File: src/rtl/xadc_poller_if.sv
// DRP request/response bundle between xadc_poller and an XADC primitive or DRP model.
interface xadc_poller_if;
    logic        drp_den;
    logic        drp_dwe;
    logic [6:0]  drp_daddr;
    logic [15:0] drp_di;
    logic [15:0] drp_do;
    logic        drp_drdy;

    modport master (output drp_den, drp_dwe, drp_daddr, drp_di, input drp_do, drp_drdy);
    modport slave  (input drp_den, drp_dwe, drp_daddr, drp_di, output drp_do, drp_drdy);
endinterface

File: src/rtl/xadc_poller.sv
// XADC DRP poller: caches NCH status registers while serving host DRP requests.
// Optional per-channel threshold alarms are built when XADC_POLLER_ALARM_EN is defined.
module xadc_poller #(
    parameter int unsigned      NCH      = 4,
    parameter logic [7*NCH-1:0] CH_ADDRS = {7'h06, 7'h02, 7'h01, 7'h00},
    parameter int unsigned      PERIOD   = 1000,
    parameter int unsigned      TIMEOUT  = 255
`ifdef XADC_POLLER_ALARM_EN
    ,
    parameter logic [16*NCH-1:0] ALARM_HI = {NCH{16'hFFFF}},
    parameter logic [16*NCH-1:0] ALARM_LO = '0
`endif
) (
    input  logic              clock,
    input  logic              reset_n,
    input  logic              write,
    input  logic [23:0]       din,
    output logic [17:0]       dout,
    output logic [16*NCH-1:0] results,
    output logic [NCH-1:0]    valid,
    output logic              timeout,
`ifdef XADC_POLLER_ALARM_EN
    output logic [NCH-1:0]    alarm,
`endif
    xadc_poller_if.master     drp
);

    localparam int unsigned   IW       = (NCH > 1) ? $clog2(NCH) : 1;
    localparam logic [IW-1:0] IDX_LAST = IW'(NCH - 1);
    localparam logic [7:0]    TO_LIM   = 8'(TIMEOUT);
    localparam logic [20:0]   PER_LD   = 21'(PERIOD);

    typedef enum logic [1:0] {S_IDLE, S_HOST, S_POLL, S_WAIT} state_t;

    state_t            state_q, state_d;
    logic              pend_q, pend_d;
    logic [23:0]       preq_q, preq_d;
    logic [IW-1:0]     idx_q, idx_d;
    logic [20:0]       timer_q, timer_d;
    logic [7:0]        wcnt_q, wcnt_d;
    logic              den_q, den_d;
    logic              dwe_q, dwe_d;
    logic [6:0]        daddr_q, daddr_d;
    logic [15:0]       di_q, di_d;
    logic [15:0]       rdata_q, rdata_d;
    logic              ovr_q, ovr_d;
    logic [16*NCH-1:0] results_q, results_d;
    logic [NCH-1:0]    valid_q, valid_d;
    logic              tout_q, tout_d;

    logic        accept;
    logic [23:0] req;

    // A write is only buffered when the single pending slot is free and no host transfer is live.
    assign accept = write && !pend_q && (state_q != S_HOST);
    assign req    = pend_q ? preq_q : din;

    always_comb begin
        state_d   = state_q;
        pend_d    = pend_q;
        preq_d    = preq_q;
        idx_d     = idx_q;
        timer_d   = timer_q;
        wcnt_d    = wcnt_q;
        den_d     = 1'b0;
        dwe_d     = dwe_q;
        daddr_d   = daddr_q;
        di_d      = di_q;
        rdata_d   = rdata_q;
        ovr_d     = ovr_q;
        results_d = results_q;
        valid_d   = valid_q;
        tout_d    = tout_q;

        if (write) begin
            if (accept) begin
                pend_d = 1'b1;
                preq_d = din;
                ovr_d  = 1'b0;
            end else begin
                ovr_d  = 1'b1;
            end
        end

        if (state_q != S_WAIT && timer_q != '0) begin
            timer_d = timer_q - 21'd1;
        end

        unique case (state_q)
            S_IDLE: begin
                // A write arriving this cycle goes straight out so drp_den follows it by one clock.
                if (pend_q || accept) begin
                    state_d = S_HOST;
                    pend_d  = 1'b0;
                    den_d   = 1'b1;
                    dwe_d   = req[23];
                    daddr_d = req[22:16];
                    di_d    = req[15:0];
                    wcnt_d  = 8'd1;
                end else if (timer_q == '0) begin
                    state_d = S_POLL;
                    den_d   = 1'b1;
                    dwe_d   = 1'b0;
                    daddr_d = CH_ADDRS[7*idx_q +: 7];
                    di_d    = '0;
                    wcnt_d  = 8'd1;
                end
            end
            S_HOST: begin
                if (drp.drp_drdy) begin
                    rdata_d = drp.drp_do;
                    state_d = S_IDLE;
                end else if (wcnt_q == TO_LIM) begin
                    rdata_d = '1;
                    tout_d  = 1'b1;
                    state_d = S_IDLE;
                end else begin
                    wcnt_d  = wcnt_q + 8'd1;
                end
            end
            S_POLL: begin
                if (drp.drp_drdy || wcnt_q == TO_LIM) begin
                    if (drp.drp_drdy) begin
                        results_d[16*idx_q +: 16] = drp.drp_do;
                        valid_d[idx_q]            = 1'b1;
                    end else begin
                        tout_d = 1'b1;
                    end
                    if (idx_q == IDX_LAST) begin
                        idx_d   = '0;
                        state_d = S_WAIT;
                    end else begin
                        idx_d   = idx_q + 1'b1;
                        state_d = S_IDLE;
                    end
                end else begin
                    wcnt_d = wcnt_q + 8'd1;
                end
            end
            S_WAIT: begin
                timer_d = PER_LD;
                state_d = S_IDLE;
            end
            default: state_d = S_IDLE;
        endcase
    end

    always_ff @(posedge clock or negedge reset_n) begin
        if (!reset_n) begin
            state_q   <= S_IDLE;
            pend_q    <= 1'b0;
            preq_q    <= '0;
            idx_q     <= '0;
            timer_q   <= '0;
            wcnt_q    <= '0;
            den_q     <= 1'b0;
            dwe_q     <= 1'b0;
            daddr_q   <= '0;
            di_q      <= '0;
            rdata_q   <= '0;
            ovr_q     <= 1'b0;
            results_q <= '0;
            valid_q   <= '0;
            tout_q    <= 1'b0;
        end else begin
            state_q   <= state_d;
            pend_q    <= pend_d;
            preq_q    <= preq_d;
            idx_q     <= idx_d;
            timer_q   <= timer_d;
            wcnt_q    <= wcnt_d;
            den_q     <= den_d;
            dwe_q     <= dwe_d;
            daddr_q   <= daddr_d;
            di_q      <= di_d;
            rdata_q   <= rdata_d;
            ovr_q     <= ovr_d;
            results_q <= results_d;
            valid_q   <= valid_d;
            tout_q    <= tout_d;
        end
    end

`ifdef XADC_POLLER_ALARM_EN
    logic [NCH-1:0] alarm_q, alarm_d;

    // Compared against the stored result, so the flag lags the cache update by one clock.
    always_comb begin
        alarm_d = '0;
        for (int unsigned i = 0; i < NCH; i++) begin
            alarm_d[i] = valid_q[i] &&
                         ((results_q[16*i +: 16] > ALARM_HI[16*i +: 16]) ||
                          (results_q[16*i +: 16] < ALARM_LO[16*i +: 16]));
        end
    end

    always_ff @(posedge clock or negedge reset_n) begin
        if (!reset_n) begin
            alarm_q <= '0;
        end else begin
            alarm_q <= alarm_d;
        end
    end

    assign alarm = alarm_q;
`endif

    assign dout          = {ovr_q, (pend_q || state_q == S_HOST), rdata_q};
    assign results       = results_q;
    assign valid         = valid_q;
    assign timeout       = tout_q;
    assign drp.drp_den   = den_q;
    assign drp.drp_dwe   = dwe_q;
    assign drp.drp_daddr = daddr_q;
    assign drp.drp_di    = di_q;

endmodule

File: src/flat_wrapper.sv
// flat-port wrapper written by rule: the top's interface ports become plain ports
module xadc_poller_flat 
#(
    parameter int unsigned      NCH      = 4,
    parameter logic [7*NCH-1:0] CH_ADDRS = {7'h06, 7'h02, 7'h01, 7'h00},
    parameter int unsigned      PERIOD   = 1000,
    parameter int unsigned      TIMEOUT  = 255

)
  (clock, reset_n, write, din, dout, results, valid, timeout, drp_drp_den, drp_drp_dwe, drp_drp_daddr, drp_drp_di, drp_drp_do, drp_drp_drdy);
  xadc_poller_if drp_i ();
  input  logic clock;
  input  logic reset_n;
  input  logic write;
  input  logic [23:0] din;
  output logic [17:0] dout;
  output logic [16*NCH-1:0] results;
  output logic [NCH-1:0] valid;
  output logic timeout;
  output wire logic [$bits(drp_i.drp_den)-1:0] drp_drp_den;
  output wire logic [$bits(drp_i.drp_dwe)-1:0] drp_drp_dwe;
  output wire logic [$bits(drp_i.drp_daddr)-1:0] drp_drp_daddr;
  output wire logic [$bits(drp_i.drp_di)-1:0] drp_drp_di;
  input wire logic [$bits(drp_i.drp_do)-1:0] drp_drp_do;
  input wire logic [$bits(drp_i.drp_drdy)-1:0] drp_drp_drdy;
  assign drp_drp_den = drp_i.drp_den;
  assign drp_drp_dwe = drp_i.drp_dwe;
  assign drp_drp_daddr = drp_i.drp_daddr;
  assign drp_drp_di = drp_i.drp_di;
  assign drp_i.drp_do = drp_drp_do;
  assign drp_i.drp_drdy = drp_drp_drdy;
  xadc_poller #(.NCH(NCH), .CH_ADDRS(CH_ADDRS), .PERIOD(PERIOD), .TIMEOUT(TIMEOUT)) u_core (.clock(clock), .reset_n(reset_n), .write(write), .din(din), .dout(dout), .results(results), .valid(valid), .timeout(timeout), .drp(drp_i));
endmodule
File: config.mk
export PLATFORM = sky130hd
export DESIGN_NAME = xadc_poller_flat
export DESIGN_NICKNAME = d
export VERILOG_FILES = /design/src/rtl/xadc_poller_if.sv /design/src/rtl/xadc_poller.sv /design/src/flat_wrapper.sv
export SDC_FILE = /design/constraint.sdc
export NUM_CORES = 1
export LEC_CHECK = 0
export CAP_MARGIN = 20
export CORE_ASPECT_RATIO = 1.1
export CORE_MARGIN = 3
export CORE_UTILIZATION = 68
export DETAILED_ROUTE_END_ITERATION = 8
export DONT_BUFFER_PORTS = 1
export PLACE_DENSITY = 0.86
export SETUP_SLACK_MARGIN = 0.05
export SYNTH_ARGS = -nofsm -noshare
export SYNTH_HDL_FRONTEND = slang
export SYNTH_SLANG_ARGS = --single-unit
File: constraint.sdc
create_clock -name clock -period 3.6 [get_ports clock]
set_clock_uncertainty 0.15 [all_clocks]
set_input_delay 0.72 -clock clock [delete_from_list [all_inputs] [get_ports clock]]
set_output_delay 0.72 -clock clock [all_outputs]
set_load 0.02 [all_outputs]
==> flow_summary.ini, run 1 <==
[finish]
multiInputGateArea_um2 = 2902
drive_above_1_share_pct = 19.12
fin_cells = 705
syn_to_final_growth_pct = 10.85
final_nets = 612
regArea_um2 = 4229
fillers = 579
n_antenna_cell = 0

[power_and_ir_drop]
finalPower_w = 0.007802
ir_drop_mv = 0.6202
cellLeakagePower_nw = 3.603
powerDensity_nw_per_um2 = 968.4

[timing]
hold_ws_ns = -0.2823
worst_pin_slew_ns = 0.9102
max_slew_margin_pct = 39.07
maxSlewViolCount = 0
finalSetupViolCount = 0
period_minus_slack_ns = 2.932
min_period_over_period_pct = 81.44
finalHoldViolations = 169
setup-tns-final_ns = 0
max_freq_mhz = 341.1
rsz0062_at_grt = false

[clock_tree]
cts_resized = 0
numCtsBuffers = 17
clockRootBuffer = clkbuf_8
cts_tree = done
clock_sinks = 169
clkSlewWorstSetupHoldPaths_ns = 0.07
clock_latency_ns = 0.54
cts_setup_buffers = 0
ctsHtreeMaxLevel = 4
clk_path_buf_depth = 2

[status]
violations = negative hold slack
outcome = finished with violations

[worst_setup_path]
cp-start-kind = flop
crit_fanout = 17
cp.buffers_inverters = 2
cp-end-kind = flop
critPathSlowestCell = nor4b_2
crit_family = simple AND/OR/NAND/NOR gates
arrival_ns = 3.26
slowest_delay_ns = 0.69
crit_chain = inv_1, ha_1, and2_1, nand2_1, nor4b_2, buf_4, a22o_1
critical_path_class = flop to flop
crit_required_ns = 3.93

[global_routing]
grt_use_met2_pct = 47.63
grt_max_degree = 170
antenna_found_initial = 0
globalRouteOverflowTotal = 0
use_met1_pct = 38.46
grt_use_total_pct = 29.92
grt_pass1_wl_um = 27470
first_global_vias = 4900
grt.busiest_layer = met2
gr-usage-met3_pct = 11.11

[yosys]
seq_area_frac_synth_pct = 58.19
async_flop_share_pct = 100.0
synth_warnings = 0
synth_edf_count = 0
syn_area_um2 = 7268
synth_cell_types = 61
synthCells = 550
synthFlopType = dfrtp_1
synth_nets = 610
synth.avg_cell_area_um2 = 13.21
synth-seq-cells = 169

[placement]
gp_congestion = 0.8525
dp_cells = 672
dp_hpwl_um = 11040
numPortBuffers = 0

[drt]
drc = 0
drtAntennaViolNets = 0
drt_iter0_drc = 268
wirelength_um = 17000
wl_per_cell_um = 24.12
vias = 4826
post_drt_via_cell_ratio = 6.845
first_pass_iters = 4

[min_path]
hp-class = primary input to asynchronous set/reset pin

[floorplanning]
fp.dieH_um = 114.4
io_pins = 156
core_area_um2 = 10130
die_w_um = 104.6
fp.dieArea_um2 = 11970
start_util_pct = 71.77
rows = 38

[flow_run]
cap_violations = 0
## worst register-to-register path, stage by stage, from the launching register on
cell and delay, ns:
dfrtp_1 0.41, inv_1 0.13, ha_1 0.24, and2_1 0.35
nand2_1 0.45, nor4b_2 0.70, buf_4 0.29, a22o_1 0.16
## logic make-up after synthesis
kind of cell | share of synthesized area [%]
flip-flops | 58.19
AO/OA/AOI/OAI | 17.34
AND/OR/NAND/NOR | 8.917
multiplexers | 8.642
buffers and inverters | 2.238
XOR/XNOR | 1.928
adder cells (fa/ha/maj) | 2.754
## registers in the layout (all words and copies together) (netlist names)
name / cells
u_core.timeout: 1
u_core.ovr_q: 1
u_core.drp.drp_dwe: 1
u_core.wcnt_q: 8
u_core.valid: 4
u_core.drp.drp_den: 1
u_core.timer_q: 21
u_core.preq_q: 24
u_core.pend_q: 1
u_core.state_q: 2
u_core.drp.drp_di: 16
u_core.rdata_q: 16
u_core.results: 64
u_core.idx_q: 2
u_core.drp.drp_daddr: 7
## stage by stage
| step | setup WS (ns) | area [um^2] | util (%) |
|---|---|---|---|
| after floorplan | 1.244 | 7268 | - |
| after global placement | 1.006 | 7423 | 73.30 |
| after detailed placement | 0.7721 | 7423 | 73.30 |
| after CTS | 0.6870 | 8049 | 79.48 |
| after global routing | 0.4223 | 8056 | 79.55 |
| final | 0.6680 | 8056 | 79.55 |
## layout by cell type, fill, tap and decap left out, types with 5 or more instances in the layout
cell type and count:
o22a_1 16, a22o_1 85, nand2b_1 6, ha_1 16, nand3_1 9, a21o_1 6, a21oi_1 6, mux2_1 11
nor2_1 26, clkbuf_16 16, xnor2_1 12, nor3_1 5, dfrtp_1 169, mux2_2 39, o21ai_0 15, inv_6 6
inv_1 10, o211ai_1 9, mux2i_1 5, nand2_1 14, buf_4 9
## final timing paths
kind	from	endpoint	slack [ns]	depth (start not counted)
worst max-delay path	u_core.state_q[0]	u_core.results[9]	0.67	7
worst min-delay path	reset_n	u_core.results[32]	-0.28	0
worst max register to register	u_core.state_q[0]	u_core.results[9]	0.67	7
worst min register to register	u_core.preq_q[16]	u_core.preq_q[16]	0.36	1
max in group asynchronous	reset_n	u_core.preq_q[10]	3.27	0
min in group clock	drp_drp_do[10]	u_core.rdata_q[10]	0.15	1
## synth_stat cells (2+ instances only)
master,instances,area (um^2)
ha_1,16,200.2
or4b_2,2,20.02
nor2b_1,3,18.77
o21ai_0,15,75.07
a21o_1,6,45.04
clkbuf_1,15,56.30
a22o_1,85,744.5
nand3_1,9,45.04
xor2_1,4,35.03
or3_1,2,12.51
o211ai_1,9,67.56
or2_2,3,18.77
nand2b_1,6,37.54
mux2_1,11,123.9
a2111oi_0,3,26.28
or3b_2,3,26.28
buf_2,10,50.05
nor2_1,27,101.4
nor4_4,2,42.54
nor4_1,3,18.77
nand2_1,14,52.55
nand3b_1,2,15.01
nand4_1,2,12.51
o22a_1,16,140.1
a211oi_1,3,22.52
inv_1,10,37.54
xnor2_1,12,105.1
or4_1,2,15.01
a21oi_1,6,30.03
mux2_2,39,439.2
nor3_1,5,25.02
mux2i_1,5,50.05
nor4b_2,3,45.04
a2111oi_1,2,20.02
dfrtp_1,169,4229
## where the power goes
part / switching (W) / internal [W]
Clock: 0.000788 / 0.00114
Sequential: 0.00127 / 0.00264
Combinational: 0.000949 / 0.00102
## final cells by class
type	instances	area share (%)
multi-input cells	344	36.01
flip-flops and latches	169	52.49
inverters	10	0.4659
clock buffers	17	5.141
repair buffers	10	1.087
well taps	140	2.174
clock inverters	15	2.625
## routing by layer
metal | vias up | part of all wire [%] | wire length [um]
met5 | - | 0 | 0
met4 | 0 | 2.0 | 333
met3 | 26 | 9.5 | 1618
met2 | 197 | 50 | 8492
met1 | 2535 | 39 | 6558
li1 | 2068 | - | -
(Power assumes the default switching activity.)
==> inputs of run 2 (changes only) <==
Settings changed: CORE_UTILIZATION 68 to 57, PLACE_DENSITY 0.86 to 0.77.
Clock period 3.6 ns to 2.36 ns, I/O delays scaled along.
==> run 2 against run 1 <==
The flow still finishes with violations (negative hold slack). Clock-buffer cell count is 4 higher. Clock power rose by 42%. Via count down 1.4%. First-iteration DRC count increased by 52%. Worst setup slack worse by 0.57 ns. Combinational power rose by 63%. Fmax grew 29%. Cell area increased by 3.4%. Global-route usage decreased by 5.5 points. Largest power group unchanged. Highest routed layer unchanged.
==> flow_summary.ini, run 2 (synthesis results as in run 1) <==
[status]
outcome = finished with violations
violations = negative hold slack

[finish]
n_antenna_cell = 0
drive_above_1_share_pct = 23.26
final_nets = 636
multiInputGateArea_um2 = 2970
fillers = 847
regArea_um2 = 4230
largest_reg_flops = 64
final_common_cell = dfrtp_1
syn_to_final_growth_pct = 14.63
mostFrequentLayoutCells = 168 x dfrtp_1, 85 x a22o_1, 39 x mux2_2, 26 x nor2_1, 24 x buf_4

[clock_tree]
ctsHtreeMaxLevel = 4
clkSlewWorstSetupHoldPaths_ns = 0.06
clock_latency_ns = 0.43
cts_tree = done
numCtsBuffers = 17
clockRootBuffer = clkbuf_16
clock_sinks = 169
clk_path_buf_depth = 2

[worst_setup_path]
crit_fanout = 25
crit_required_ns = 2.52
slowest_delay_ns = 0.40
arrival_ns = 2.42
cp-start-kind = flop
critical_path_class = flop to flop
crit_family = simple AND/OR/NAND/NOR gates
cp-end-kind = flop
cp.buffers_inverters = 3
crit_chain = inv_2, ha_2, nor3b_4, nand4_2, buf_4, nor2_2, o31ai_4, buf_12, mux2_1
critPathSlowestCell = dfrtp_1

[drt]
post_drt_via_cell_ratio = 6.406
drt_iter0_drc = 407
wirelength_um = 16610
wl_per_cell_um = 22.35
drc = 0
drtAntennaViolNets = 0
first_pass_iters = 7
vias = 4760

[power_and_ir_drop]
cellLeakagePower_nw = 3.719
ir_drop_mv = 0.9023
powerDensity_nw_per_um2 = 1424

[timing]
max_slew_margin_pct = 55.10
finalSetupViolCount = 0
max_freq_mhz = 441.6
min_period_over_period_pct = 95.95
maxSlewViolCount = 0
setup-tns-final_ns = 0
period_minus_slack_ns = 2.264
fin_ws_ns = 0.09562
finalHoldViolations = 169
worst_pin_slew_ns = 0.6718
hold_ws_ns = -0.4130
rsz0062_at_grt = true

[floorplanning]
fp.dieArea_um2 = 14140
core_area_um2 = 12240
io_pins = 156
rows = 42
die_w_um = 113.7
fp.dieH_um = 124.4
start_util_pct = 59.36

[flow_run]
cap_violations = 0

[global_routing]
antenna_found_initial = 0
grt_max_degree = 170
globalRouteOverflowTotal = 0
grt_pass1_wl_um = 26930
grt_use_total_pct = 24.39
first_global_vias = 4918

[placement]
numPortBuffers = 0
dp_hpwl_um = 11190
gp_congestion = 0.8705
place_ws_ns = 0.07050

[min_path]
hp-class = primary input to asynchronous set/reset pin
-- run 2: timing repair --
| item | in CTS | in global routing |
|---|---|---|
| gates resized for setup | 2 | 14 |
| endpoints found under the setup margin | 3 | 23 |
| endpoints found under the hold margin | 171 | 173 |
| hold buffers | 2 | 4 |
| pin swaps | 0 | 4 |
| setup buffers | 0 | 3 |
-- run 2: area by class of cell --
cell class	instances	area share [%]
inverter	10	0.4505
clock buffer	21	5.767
sequential	169	50.77
clock inverter	11	1.306
tap	154	2.313
multi-input combinational	344	35.65
timing repair buffer	34	3.739
-- run 2: worst paths after layout --
path                                    from                    end  slack (ns)  cells after the start
setup / recovery           u_core.timer_q[1]  u_core.drp.drp_di[13]         0.1                      9
hold / removal                       reset_n      u_core.results[4]       -0.41                      0
setup reg to reg           u_core.timer_q[1]  u_core.drp.drp_di[13]         0.1                      9
hold reg to reg             u_core.preq_q[9]       u_core.preq_q[9]        0.36                      1
max in group asynchronous            reset_n  u_core.drp.drp_di[15]        2.19                      0
min in group clock             drp_drp_do[1]      u_core.rdata_q[1]        0.02                      1
-- run 2: routing by layer --
layer	share of wire, %	global-route usage [%]	wire length (um)	vias up
met5	0	0	0	-
met4	3.0	11.53	497	0
met3	7.2	7.289	1200	40
met2	49	37.78	8107	179
met1	41	31.44	6801	2431
li1	-	-	-	2110
-- run 2: report_power, final --
group          internal (W)  switching, W  total, W
clock network       0.00158       0.00117   0.00274
registers           0.00403       0.00189   0.00591
logic               0.00174       0.00147   0.00321
-- run 2: per-stage QoR --
step	instance area (um^2)	hold WS, ns	util, %	instances	total power, W
after global routing	8332	-0.4430	68.05	743	0.01247
after floorplan	7273	0.02641	-	550	0.008056
after CTS	8214	-0.4283	67.09	736	0.01186
after global placement	7600	0.03162	62.07	702	0.008861
final	8332	-0.4130	68.05	743	0.01186
after detailed placement	7600	0.03382	62.07	702	0.009090
==> inputs of run 3 (changes only) <==
Settings changed: CTS_CLUSTER_SIZE from default to 12.
==> results of run 3 <==
Same layout as run 2: the final DEF is identical, and so are final timing and power.
==> RTL edit: new RTL, settings of run 3 <==
`NCH` is set to 4 in 2 places; all go to 8.
--- a/src/rtl/xadc_poller.sv
+++ b/src/rtl/xadc_poller.sv
@@ -1,7 +1,7 @@
 // XADC DRP poller: caches NCH status registers while serving host DRP requests.
 // Optional per-channel threshold alarms are built when XADC_POLLER_ALARM_EN is defined.
 module xadc_poller #(
-    parameter int unsigned      NCH      = 4,
+    parameter int unsigned      NCH      = 8,
     parameter logic [7*NCH-1:0] CH_ADDRS = {7'h06, 7'h02, 7'h01, 7'h00},
     parameter int unsigned      PERIOD   = 1000,
     parameter int unsigned      TIMEOUT  = 255
--- a/src/flat_wrapper.sv
+++ b/src/flat_wrapper.sv
@@ -1,7 +1,7 @@
 // flat-port wrapper written by rule: the top's interface ports become plain ports
 module xadc_poller_flat 
 #(
-    parameter int unsigned      NCH      = 4,
+    parameter int unsigned      NCH      = 8,
     parameter logic [7*NCH-1:0] CH_ADDRS = {7'h06, 7'h02, 7'h01, 7'h00},
     parameter int unsigned      PERIOD   = 1000,
     parameter int unsigned      TIMEOUT  = 255
Ports: changed (resized results and valid); port bits go from 156 to 224. No check against the original RTL was run, so the function may have changed too.
==> RTL edit against run 3 <==
The flow still finishes with violations (hold timing); synthesized cell count increased by 77%; area after synthesis increased by 37%; via count increased by 58%; combinational power increased by 22%; total power increased by 22%; sequential cell count increased by 69; wire length increased by 60%; fmax decreased by 0.11%; cell area increased by 40%; worst setup slack got worse by 2.4 ps; global-route usage increased by 2.2 points; largest power group unchanged; highest routed layer unchanged.
==> RTL edit: results (changes against run 3) <==
Layout cells sized above 1: 13.7% (-9.6 points)
GPL Wtd Cong: 0.846 (-2.8%)
Vias in the first global route: 7477 (+52%)
Final critical-path setup slack: 93.2 ps (-2.44 ps)
Violation count after the first detailed-route iteration: 634 (+56%)
# hold bufs at CTS: 42 (+40)
Critical-path maximum fanout: 7 (-72%)
Drt wl/cell: 20.7 um (-7.2%)
Top cells by area, synth: dfrtp_1 (60%), nand2_1 (12%), o21ai_0 (6.4%)
Placed Cells: 1199 (+71%)
CTS buffer count: 24 (+7)
Leakage: 0.00537 uW (+44%)
Max clock buf depth: 3 (+1)
IR drop worst, VDD: 0.926 mV (+2.7%)
Worst-Margin Slew: 678 ps (+6.20 ps)
Fillers: 1241 (+47%)
DR vias/cell: 5.87 (-8.4%)
Mapped Cells: 974 (+77%)
1st-pass router iterations: 5 (-2)
Status: finished, violations left
Nets: 1099 (+73%)
Syn Nets: 1034 (+70%)
CP startpoint: u_core.timer_q[15]$_DFFE_PN0P_
Non-Filler Instances: 1281 (+72%)
Async SR Flop Fraction: 100% (unchanged)
Failing checks: hold timing
Critical path destination: u_core.wcnt_q[3]$_DFFE_PN0P_
Register area share after synthesis: 59.7% (+1.5 points)
Worst hold slack: -509 ps (-95.8 ps)
Synth cell types: 54 (-11%)
Synth top cells by count: nand2_1 (307), dfrtp_1 (238), o21ai_0 (127)
First-pass GRT wire length: 40.5 mm (+50%)
Clk_lat worst skew: 520 ps (+90 ps)
Register-to-Register Path Depth: 6 (-3)
Setup slack at placement: -19.2 ps (-89.7 ps)
Number of flip-flops under the largest register name: 128 (+100%)
Worst path arrival time: 2550 ps (+130 ps)
HPWL Detailed: 16.8 mm (+50%)
CTS HTree Levels: 1 (-3)
Fin. Hold Viols: 238 (+41%)
Initial antenna violation count: 1 (+1)
-- RTL edit: power groups by stage --
stage	clock network, uW	registers, uW	logic [uW]
floorplan	0	6810	2670
CTS	3440	7100	3740
detailed placement	0	7150	3580
global route	3590	7260	4360
finish	3400	7130	3930
global placement	0	7120	3430
-- RTL edit: cell families after synthesis --
| logic type | Yosys count | share of synthesized area (%) |
|---|---|---|
| simple gates | 420 | 18.6 |
| flops | 238 | 59.7 |
| compound gates | 183 | 10.9 |
| buf+inv | 59 | 2.48 |
| mux | 47 | 5.28 |
| fa+ha+maj | 16 | 2.01 |
| xor+xnor | 11 | 0.966 |
-- RTL edit: layout make-up --
type / count / area (um2) / share of cell area, %
inverter: 11 / 41.3 / 0.354
multi-input combinational: 679 / 3830 / 32.9
tap: 234 / 293 / 2.51
antenna: 2 / 5.00 / 0.0430
clock inverter: 2 / 25.0 / 0.215
sequential: 238 / 5960 / 51.1
clock buffer: 30 / 643 / 5.52
timing repair buffer: 85 / 860 / 7.38
-- RTL edit: critical path, cell delays in order (launching register included) --
cell and delay (ps):
dfrtp_1 450, nor4_4 420, nand4_1 230, o211a_4 320, buf_4 150, or3_1 370, o211ai_1 100
-- RTL edit: repair_timing --
action | 4_1_cts | 5_1_grt
setup buffers | 2 | 2
cloned | 1 | 1
endpoints found under the hold margin | 395 | 238
resized for setup | 3 | 12
endpoints found under the setup margin | 32 | 118
pin swaps | 2 | 7
-- RTL edit: layer usage --
layer	vias to the layer above	track usage (%)	share of wire, %
li1	3418	-	-
met1	3725	32.6	38
met2	322	45.0	50
met3	56	8.85	10
met4	0	8.57	2.6
met5	-	0	0
-- RTL edit: metrics by stage --
step	power (uW)	instance area, um2
final	14500	11700
after global routing	15200	11600
after CTS	14300	11600
after detailed placement	10700	10500
after global placement	10600	10500
after floorplan	9480	9970
